File: config.mk
export PLATFORM = sky130hd
export DESIGN_NAME = ppu_issue_ctrl
export DESIGN_NICKNAME = d
export VERILOG_FILES = /design/src/rtl/ppu_issue_ctrl.sv
export SDC_FILE = /design/constraint.sdc
export NUM_CORES = 1
export LEC_CHECK = 0
export ABC_AREA = 1
export CAP_MARGIN = 20
export CORE_ASPECT_RATIO = 1.2
export CORE_MARGIN = 3
export CORE_UTILIZATION = 30
export CTS_BUF_LIST = sky130_fd_sc_hd__clkbuf_4 sky130_fd_sc_hd__clkbuf_8 sky130_fd_sc_hd__clkbuf_16
export CTS_CLUSTER_SIZE = 12
export DETAILED_ROUTE_END_ITERATION = 10
export PLACE_DENSITY = 0.52
export SYNTH_ARGS = -nofsm -noshare
export SYNTH_HDL_FRONTEND = slang
export SYNTH_SLANG_ARGS = --single-unit
File: constraint.sdc
create_clock -name clk -period 3.5 [get_ports clk]
set_input_delay 0.35 -clock clk [delete_from_list [all_inputs] [get_ports clk]]
set_output_delay 0.35 -clock clk [all_outputs]
set_load 0.005 [all_outputs]
File: src/rtl/ppu_issue_ctrl.sv
// ppu_issue_ctrl
//   Issue controller in front of a combinational posit (ppu) adder.
//   Operand pairs enter a DEPTH-entry FIFO. The head moves into the operand
//   register (OPR), which drives the adder. The adder result is captured in
//   the result register (RES). Subtraction is done by two's-complement
//   negation of B at accept time, so the adder only ever adds.
//
//   Parameters: N (posit width), es (exponent width, used by the attached
//   adder only), DEPTH (FIFO entries, power of 2, >= 2).
//
//   Ports:
//     clk, rst                 clock, synchronous active-high reset
//     in_valid/in_ready        operand pair handshake
//     in_a, in_b, in_sub       operands; in_sub=1 selects A-B
//     ppu_in1, ppu_in2         operands to the adder (0 when OPR is empty)
//     ppu_out/inf/zero         adder sum and flags
//     res_valid/res_ready      result handshake
//     res_data/inf/zero        registered result
//     op_count, nar_count      delivered / NaR-delivered counters
//
//   Build option: define PPU_ISSUE_STATS_EN to build the saturating
//   op_count/nar_count counters; otherwise both outputs are tied to 0.
//
//   state   | meaning
//   --------+-----------------------------------------------
//   S_IDLE  | FIFO, OPR and RES all empty
//   S_RUN   | some stage occupied, result path not stalled
//   S_STALL | result held: res_valid & ~res_ready

module ppu_issue_ctrl #(
   parameter int N     = 32,
   parameter int es    = 2,
   parameter int DEPTH = 4
) (
   input  logic         clk,
   input  logic         rst,
   input  logic         in_valid,
   output logic         in_ready,
   input  logic [N-1:0] in_a,
   input  logic [N-1:0] in_b,
   input  logic         in_sub,
   output logic [N-1:0] ppu_in1,
   output logic [N-1:0] ppu_in2,
   input  logic [N-1:0] ppu_out,
   input  logic         ppu_inf,
   input  logic         ppu_zero,
   output logic         res_valid,
   input  logic         res_ready,
   output logic [N-1:0] res_data,
   output logic         res_inf,
   output logic         res_zero,
   output logic [15:0]  op_count,
   output logic [15:0]  nar_count
);

   localparam int PW = $clog2(DEPTH);
   localparam logic [N-1:0] NAR     = {1'b1, {(N-1){1'b0}}};
   localparam logic [PW:0]  DEPTH_C = (PW+1)'(DEPTH);

   typedef enum logic [1:0] {S_IDLE, S_RUN, S_STALL} state_t;

   state_t         state, state_nxt;

   logic [N-1:0]   fifo_a [DEPTH];
   logic [N-1:0]   fifo_b [DEPTH];
   logic [PW-1:0]  wr_ptr, rd_ptr;
   logic [PW:0]    fifo_count;

   logic           opr_valid;
   logic [N-1:0]   opr_a, opr_b;

   logic           push, pop, res_adv, res_take, busy_nxt;
   logic [N-1:0]   b_eff;

   // es only configures the attached adder
   logic           unused_es;
   assign unused_es = (es > 0);

   assign in_ready = (fifo_count < DEPTH_C);
   assign push     = in_valid & in_ready;
   assign res_take = res_valid & res_ready;
   assign res_adv  = opr_valid & (~res_valid | res_ready);
   assign pop      = (fifo_count != '0) & (~opr_valid | res_adv);

   // two's-complement negation already maps 0->0 and NaR->NaR
   assign b_eff = in_sub ? (~in_b + N'(1)) : in_b;

   assign ppu_in1 = opr_valid ? opr_a : '0;
   assign ppu_in2 = opr_valid ? opr_b : '0;

   // ---------------- operand FIFO ----------------
   always_ff @(posedge clk) begin
      if (push) begin
         fifo_a[wr_ptr] <= in_a;
         fifo_b[wr_ptr] <= b_eff;
      end
   end

   always_ff @(posedge clk) begin
      if (rst) begin
         wr_ptr     <= '0;
         rd_ptr     <= '0;
         fifo_count <= '0;
      end else begin
         if (push) wr_ptr <= wr_ptr + PW'(1);
         if (pop)  rd_ptr <= rd_ptr + PW'(1);
         case ({push, pop})
            2'b10:   fifo_count <= fifo_count + (PW+1)'(1);
            2'b01:   fifo_count <= fifo_count - (PW+1)'(1);
            default: fifo_count <= fifo_count;
         endcase
      end
   end

   // ---------------- operand register ----------------
   always_ff @(posedge clk) begin
      if (rst) begin
         opr_valid <= 1'b0;
         opr_a     <= '0;
         opr_b     <= '0;
      end else if (pop) begin
         opr_valid <= 1'b1;
         opr_a     <= fifo_a[rd_ptr];
         opr_b     <= fifo_b[rd_ptr];
      end else if (res_adv) begin
         opr_valid <= 1'b0;
      end
   end

   // ---------------- result register ----------------
   always_ff @(posedge clk) begin
      if (rst) begin
         res_valid <= 1'b0;
         res_data  <= '0;
         res_inf   <= 1'b0;
         res_zero  <= 1'b0;
      end else if (res_adv) begin
         res_valid <= 1'b1;
         res_data  <= ppu_inf ? NAR : ppu_out;
         res_inf   <= ppu_inf;
         res_zero  <= ppu_zero;
      end else if (res_take) begin
         res_valid <= 1'b0;
      end
   end

   // ---------------- sequencing FSM ----------------
   // A FIFO entry always lands in OPR and an OPR entry always lands in RES,
   // so the pipeline stays busy unless only RES is left and it is taken.
   assign busy_nxt = push | (fifo_count != '0) | opr_valid | (res_valid & ~res_ready);

   always_ff @(posedge clk) begin
      if (rst) state <= S_IDLE;
      else     state <= state_nxt;
   end

   always_comb begin
      state_nxt = state;
      case (state)
         S_IDLE:  if (push) state_nxt = S_RUN;
         S_RUN: begin
            if (res_valid & ~res_ready) state_nxt = S_STALL;
            else if (~busy_nxt)         state_nxt = S_IDLE;
         end
         S_STALL: if (res_ready) state_nxt = S_RUN;
         default: state_nxt = S_IDLE;
      endcase
   end

   // ---------------- statistics ----------------
`ifdef PPU_ISSUE_STATS_EN
   logic [15:0] op_cnt_q, nar_cnt_q;

   always_ff @(posedge clk) begin
      if (rst) begin
         op_cnt_q  <= '0;
         nar_cnt_q <= '0;
      end else if (res_take) begin
         if (op_cnt_q != 16'hFFFF)             op_cnt_q  <= op_cnt_q + 16'd1;
         if (res_inf && nar_cnt_q != 16'hFFFF) nar_cnt_q <= nar_cnt_q + 16'd1;
      end
   end

   assign op_count  = op_cnt_q;
   assign nar_count = nar_cnt_q;
`else
   assign op_count  = '0;
   assign nar_count = '0;
`endif

endmodule

Word-level counts from Yosys, hierarchy flattened
Memories as Yosys holds them, arrays and structs flattened. A register that Yosys moved wholly into a read port is not among the register bits.
Cells that the tools add are included.
{"block": "classes", "mul": 0, "addsub": 5, "muxes": 11, "n_shift": 0, "bitwise": 9, "eq_ne": 2, "order_cmp": 1, "n_div": 0, "n_reduce_logical": 4}
{"operator": "$mux W32", "n": 4}
{"operator": "$add A32 B1 Y32 const B", "n": 1}
{"operator": "$not A32 Y32", "n": 1}
{"operator": "$mux W1", "n": 6}
{"operator": "$pmux W3 S2", "n": 1}
{"operator": "$reduce_bool A2 Y1", "n": 3}
{"operator": "$add A2 B1 Y2 const B", "n": 2}
{"operator": "$and A1 B1 Y1", "n": 4}
{"operator": "$add A3 B1 Y3 const B", "n": 1}
{"operator": "$lt A3 B3 Y1 const B", "n": 1}
{"operator": "$reduce_bool A3 Y1", "n": 1}
{"operator": "$sub A3 B1 Y3 const B", "n": 1}
{"operator": "$eq A2 B1 Y1 const B", "n": 1}
{"operator": "$eq A2 B2 Y1 const B", "n": 1}
{"operator": "$not A1 Y1", "n": 2}
{"operator": "$or A1 B1 Y1", "n": 2}
{"block": "totals", "register_bits": 43, "romBits": 0, "output_inout_bits": 132, "ramBits": 256, "latch_bits": 0, "n_memories": 2}
{"memory": "fifo_a", "words": 4, "width": 32, "rd": 1, "rd_clocked_by_memory_dff": 1, "wr": 1, "line": "64", "rtl": "logic [N-1:0] fifo_a [DEPTH];"}
{"memory": "fifo_b", "words": 4, "width": 32, "rd": 1, "rd_clocked_by_memory_dff": 1, "wr": 1, "line": "65", "rtl": "logic [N-1:0] fifo_b [DEPTH];"}

Depth between registers and ports, before layout
Gate-level depths: netlist of run 1.
{"block": "depth", "ltp_word": 7, "depth_mapped": 13, "depth_no_buf": 11}

Worst setup path after synthesis of run 1
OpenSTA, ideal clock, no wires.
{"block": "synth_timing", "path_kind": "flip-flop to flip-flop", "from": "reg wr_ptr[0]", "to": "mem fifo_a[2][0] (enable)", "path_buffers": 0, "period_less_slack_ns": 3.735, "path_slack_ns": -0.235, "path_stages_with_launch": 5, "setup_ns": 0.487, "arrival_ns": 3.249, "required_time_ns": 3.013, "path_cell_list": "dfxtp_1 -> inv_1 -> ha_1 -> inv_1 -> nor2_1"}
{"item": "start: declaration", "line": "66", "rtl": "logic [PW-1:0] wr_ptr, rd_ptr;"}
{"item": "start signal: assignment", "line": "105", "rtl": "if (push) wr_ptr <= wr_ptr + PW'(1);"}
{"item": "end: declaration", "line": "64"}
Straight into the memory's write port.

Worst setup path after layout of run 1
{"block": "layout_timing", "from": "reg opr_valid", "to": "out ppu_in1[0]"}
{"block": "layout_via", "elab_chain_cells": 1}
{"item": "start: declaration", "line": "69", "rtl": "logic opr_valid;"}
{"item": "start signal: assignment", "line": "118", "rtl": "opr_valid <= 1'b0;"}
{"item": "start signal: assignment", "line": "122", "rtl": "opr_valid <= 1'b1;"}
{"item": "start signal: assignment", "line": "126", "rtl": "opr_valid <= 1'b0;"}
{"item": "$mux W32", "line": "88", "rtl": "assign ppu_in1 = opr_valid ? opr_a : '0;"}
{"item": "end: declaration", "line": "42", "rtl": "output logic [N-1:0] ppu_in1,"}
No other way between the ends.

==> run metrics, run 1 <==
Slew headroom 0.390; status finished clean; Netlist Area Pre-Place approximately 15000 um^2; R2R cell count 6; area of the die 52900 um^2; Initial DRT Pass Iterations 5; Synth Area in Simple Gates 0.143; top cells by count, synth nor2_1, edfxtp_1, nand2_1; TritonCTS Buffers 39; slowest stage cell, crit path dfxtp_2; Compound-Gate Fraction of Synth Area 0.115; die width 210 um; initial drt markers 645; Pleak 0.00711 uW; PwrDens ~750 nW/um^2; startpoint types flip-flop; critical path launch point opr_valid; arrival time of the worst setup path 2.35 ns; Final Skew about 0.014 ns; FF-to-FF End opr_b[25]; largest net degree at the start of global routing between 60 and 70; RSZ-0062 raised after global routing false; Clk pwr share 0.283; synth warn 0; Post-DRT Antenna Nets 0; row count 89; Synth Area in XOR/XNOR 0.00873; Seq/Total Area, Yosys 0.653; final instance area around 19000 um^2; critical path fanouts, max 24; Hold WS about 0.36 ns; total routed wirelength between 30000 and 40000 um; Routed wire per std cell about 17 um; CTS resizes 0; Clk Latency, worst-skew pair approximately 0.55 ns; kind of critical path reg -> out; fin crit period between 2 and 3 ns; CTS root buffer clkbuf_16; critical path required time 3.15 ns; Clock Sinks around 360; DRC 0; Max Slew Vio Count 0; Fill cells between 4000 and 5000; post-synth top area cell edfxtp_1; Final Setup Violations 0; dpl cell area between 15000 and 20000 um^2; Worst-Margin Slew roughly 0.9 ns; Initial Util 0.305; Post-synth ARST share 0; most common cell in the netlist nor2_1; Setup Buffers After CTS 0; GP Congestion just over 0.8; die height 251 um; peak supply drop slightly above 0.4 mV; cts hold-fix bufs 0; Syn Inst Count 1477; CP endpoint kind primary output; Post-Syn Area per Cell 10.2 um^2; Clock Tree Buf Depth 3; share of layout cells above drive strength 1 0.0741; P_int 9320 uW; post-synthesis mux area share 0; grt total ovfl 0; Total GRT Usage 0.147; Hold Violations, Final 0; critical-path cell list buf_4 > nand2_1 > inv_1 > clkdlybuf4s50_1; Gate power share 0.301; # IOs around 240; max-capacitance violation count 0; CORE AREA roughly 49000 um^2; CP peak stage delay approximately 0.76 ns; largest family of logic cells by synthesized area simple AND/OR/NAND/NOR gates; post-synthesis adder-cell area fraction 0.00632; DR vias/cell around 4.6; diode count 0; first-pass GRT wire length between 60000 and 70000 um; FF-to-FF Start rd_ptr[0]; Post-synth EDFFs 256; DR vias around 11000; initial antenna violation count 0; P_sw around 4800 uW; Setup crit end ppu_in1[0]; worst hold path type in -> reg; synth top area cells edfxtp_1, dfxtp_1, nor2_1; Max Freq 370 MHz; Tcrit/Tclk final 0.771; top cell type's share of synthesized area 0.511; P&R area growth vs syn 25.1%; sequential share of power 0.416; dpl hpwl roughly 25000 um; Clk pin slew, worst setup/hold paths 0.06 ns; TritonCTS clock tree done; Distinct cells, synth 30; port bufs 202; Final #Nets about 1800; Seq cells post-synth between 300 and 400; H-tree levels 2; R2R Setup Slk around 1.1 ns; vias in the first global route 10700; Synth Flop Type edfxtp_1; Sw Share 0.340
-- layout by cell type, fill, tap and decap left out, types with 17 or more instances in the layout --
| cell type | count |
|---|---|
| clkdlybuf4s50_1 | 202 |
| nand3_1 | 18 |
| clkbuf_16 | 39 |
| a21oi_1 | 25 |
| edfxtp_1 | 256 |
| dfxtp_1 | 104 |
| inv_1 | 93 |
| a22oi_1 | 17 |
| o21ai_1 | 44 |
| o21ai_0 | 154 |
| o22ai_1 | 64 |
| conb_1 | 32 |
| nand2_1 | 198 |
| clkbuf_4 | 19 |
| nor2_1 | 329 |
-- area by class of cell --
class	instances	area [um^2]	share of cell area
clock buffer	62	1170	0.0623
clock inverter	9	86.3	0.00459
inverter	102	385	0.0205
multi-input combinational	928	4260	0.226
sequential	363	9840	0.522
tap	637	797	0.0423
timing repair buffer	224	2290	0.121
-- flip-flops by register name (all words and copies together), names as in the netlist --
name / count
wr_ptr: 2
fifo_b: 128
fifo_count: 3
res_zero: 1
res_data: 32
res_valid: 1
rd_ptr: 2
opr_b: 32
opr_valid: 1
res_inf: 1
fifo_a: 128
opr_a: 32
-- power groups by stage --
stage	combinational (uW)	sequential (uW)	clock (uW)
finish	4250	5870	4000
global route	4820	5960	4310
CTS	4370	5870	4110
detailed placement	4350	5950	0
global placement	4310	5940	0
floorplan	2930	5770	0
-- worst max-delay path: cells and delay by family, from the launching register on --
family | cells | cell delay [ns]
flip-flops | 1 | 0.76
AND/OR/NAND/NOR | 1 | 0.12
buffers and inverters | 3 | 0.92
-- how the worst min path moves through the flow --
stage / startpoint / depth (start not counted) / to / slack (ns)
after floorplan: fifo_count[0] / 1 / fifo_count[0] / 0.44
after global placement: res_data[27] / 2 / res_data[27] / 0.45
after detailed placement: res_data[30] / 2 / res_data[30] / 0.45
after CTS: ppu_out[29] / 3 / res_data[29] / 0.33
after global routing: ppu_out[25] / 3 / res_data[25] / 0.35
final: ppu_out[29] / 3 / res_data[29] / 0.36
-- cell families (layout without fill, tap and decap cells) --
logic type | count (synthesis) | after routing
other | 1 | 32
buffers and inverters | 217 | 397
AO/OA/AOI/OAI | 314 | 314
XOR/XNOR | 15 | 15
flip-flops | 363 | 363
adder cells (fa/ha/maj) | 7 | 7
AND/OR/NAND/NOR | 560 | 560
-- routing by layer --
metal	global-route usage	up-vias	routed length, um
met2	0.263	248	20400
met4	0.0490	0	1060
met3	0.0231	57	1760
li1	-	5289	-
met1	0.183	5153	16500
met5	0	-	0
-- metrics by stage --
step	std cells	power (uW)	util	TNS (ns)	setup WS (ns)
floorplan	1508	8700	-	-43.76	-0.235
global placement	2254	10300	0.356	0	0.968
detailed placement	2254	10300	0.356	0	0.969
CTS	2325	14300	0.382	0	0.718
global route	2325	15100	0.382	0	0.648
finish	2325	14100	0.382	0	0.800
Note: power is estimated with default switching activity, not from simulation.
==> run 2: changes to the inputs <==
- PLACE_DENSITY: 0.52 -> 0.51
- clock period: 3.5 -> 2.7 ns (I/O delays scaled with it)
==> run 2 against run 1 <==
Against the previous run:
- global-route usage about the same
- highest routed layer unchanged
- total power increased by 30%
- non-clock buffer count increased by 2
- worst hold slack got worse by 0.061 ns
- clock skew increased by 0.020 ns
- largest power group unchanged
- first-iteration DRC count increased by 5.1%
- clock power increased by 29%
==> run metrics, run 2 (synthesized netlist as in run 1, its figures left out) <==
status finished clean; arrival time of the worst setup path 1.97 ns (-0.38 ns); R2R Setup Slk 0.93 ns (-0.21 ns); Clk Latency, worst-skew pair 0.55 ns (about the same); die height 251 um (unchanged); busiest grt layer met2; GR Util met3 0.0227 (-0.000374); R2R cell count 8 (+2); Setup Buffers After CTS 0 (unchanged); worst hold path type in -> reg; Max Freq between 400 and 500 MHz; Setup crit end ppu_in2[13]; TritonCTS clock tree done; most common cell after layout, fill and taps aside nor2_1; first-pass GRT wire length 61200 um (about the same); Total GRT Usage 0.147 (about the same); PwrDens 968 nW/um^2 (+29%); share of layout cells above drive strength 1 0.0734 (-0.000636); top flop regs fifo_a (128), fifo_b (128); critical path fanouts, max 65 (+170%); RSZ-0062 raised after global routing false; CTS resizes 0 (unchanged); GP Congestion 0.843 (+4.7%); total routed wirelength 39800 um (about the same); Final Skew 0.0342 ns (+0.0199 ns); Post-DRT Antenna Nets 0 (unchanged); critical path launch point opr_valid; Clock Sinks 363 (unchanged); CORE AREA 49300 um^2 (unchanged); kind of critical path reg -> out; fin crit period 2.24 ns; DR vias 10800 (+0.15%); dpl hpwl 23500 um (-4.3%); die width 210 um (unchanged); Max Slew Vio Count 0 (unchanged); worst setup margin 0.455 ns (-0.345 ns); DRC 0 (unchanged); CTS root buffer clkbuf_16; Initial Util 0.305 (unchanged); grt total ovfl 0 (unchanged); dpl ws 0.435 ns (-0.534 ns); Tcrit/Tclk final 0.831; largest net degree at the start of global routing 130 (+88%); TritonCTS Buffers 38 (-2.6%); cts hold-fix bufs 0 (unchanged); FF-to-FF End rd_ptr[1]; startpoint types flip-flop; FF-to-FF Start fifo_count[1]; met2 Track Usage GR 0.263 (+0.000841); H-tree levels 2 (unchanged); Hold Violations, Final 0 (unchanged); initial drt markers 678 (+5.1%); GRT met1 Usage 0.187 (+0.00426); max-capacitance violation count 0 (unchanged); row count 89 (unchanged); Routed wire per std cell 17.1 um (about the same); most frequent cells in the layout nor2_1, edfxtp_1, clkdlybuf4s50_1; peak supply drop 0.825 mV (+110%); DR vias/cell 4.63 (about the same); Worst-Margin Slew 0.924 ns (+0.00878 ns); # IOs 235 (unchanged); P&R area growth vs syn 25.5%; Clock Tree Buf Depth 3 (unchanged); Initial DRT Pass Iterations 5 (unchanged); CP endpoint kind primary output; Final Setup Violations 0 (unchanged); Clk pin slew, worst setup/hold paths 0.06 ns (about the same); area of the die 52900 um^2 (unchanged); port bufs 202 (unchanged); initial antenna violation count 1 (+1); Slew headroom 0.384 (-0.00585); Power Total 18300 uW (+30%); vias in the first global route 10600 (-1.1%); critical path required time 2.43 ns (-0.72 ns); Pleak 0.00713 uW (+0.23%); Final #Nets 1769 (+0.057%)
run 2: stage by stage:
step / cells / area (um^2) / hold WS [ns] / setup TNS (ns) / utilization
5_1_grt: 2327 / 18900 / 0.286 / 0 / 0.383
6_report: 2327 / 18900 / 0.300 / 0 / 0.383
4_1_cts: 2326 / 18900 / 0.276 / 0 / 0.383
3_3_place_gp: 2256 / 17600 / 0.451 / 0 / 0.357
2_1_floorplan: 1508 / 15200 / 0.369 / -197.36 / -
3_5_place_dp: 2256 / 17600 / 0.456 / 0 / 0.357
run 2: how the worst min path moves through the flow:
stage | from | end | cells after the start
floorplan | in_a[0] | fifo_a[0][0] | 0
global placement | res_data[28] | res_data[28] | 2
detailed placement | res_data[18] | res_data[18] | 2
CTS | ppu_out[18] | res_data[18] | 3
global route | ppu_out[18] | res_data[18] | 3
finish | ppu_out[26] | res_data[26] | 3
run 2: power by group:
group          internal (uW)  switching, uW
Sequential              7050            437
Combinational           2020           3600
Clock                   3090           2090
run 2: final cells by class:
cell class | count | area, um^2
Tap cell | 637 | 797
Clock inverter | 8 | 83.8
Clock buffer | 62 | 1170
Fill cell | 4900 | 30500
Multi-Input combinational cell | 928 | 4260
Timing Repair Buffer | 226 | 2340
Sequential cell | 363 | 9840
Antenna cell | 1 | 2.50
Inverter | 102 | 385
run 2: metal layers:
metal | up-vias | part of all wire
met5 | - | 0
met1 | 5187 | 0.43
met4 | 0 | 0.018
met2 | 236 | 0.51
met3 | 48 | 0.041
li1 | 5292 | -
run 2: worst max-delay path, stage by stage, from the launching register on:
cell	delay (ns)
dfxtp_2	0.35
buf_12	0.31
nand2_1	0.19
inv_1	0.09
clkdlybuf4s50_1	0.50
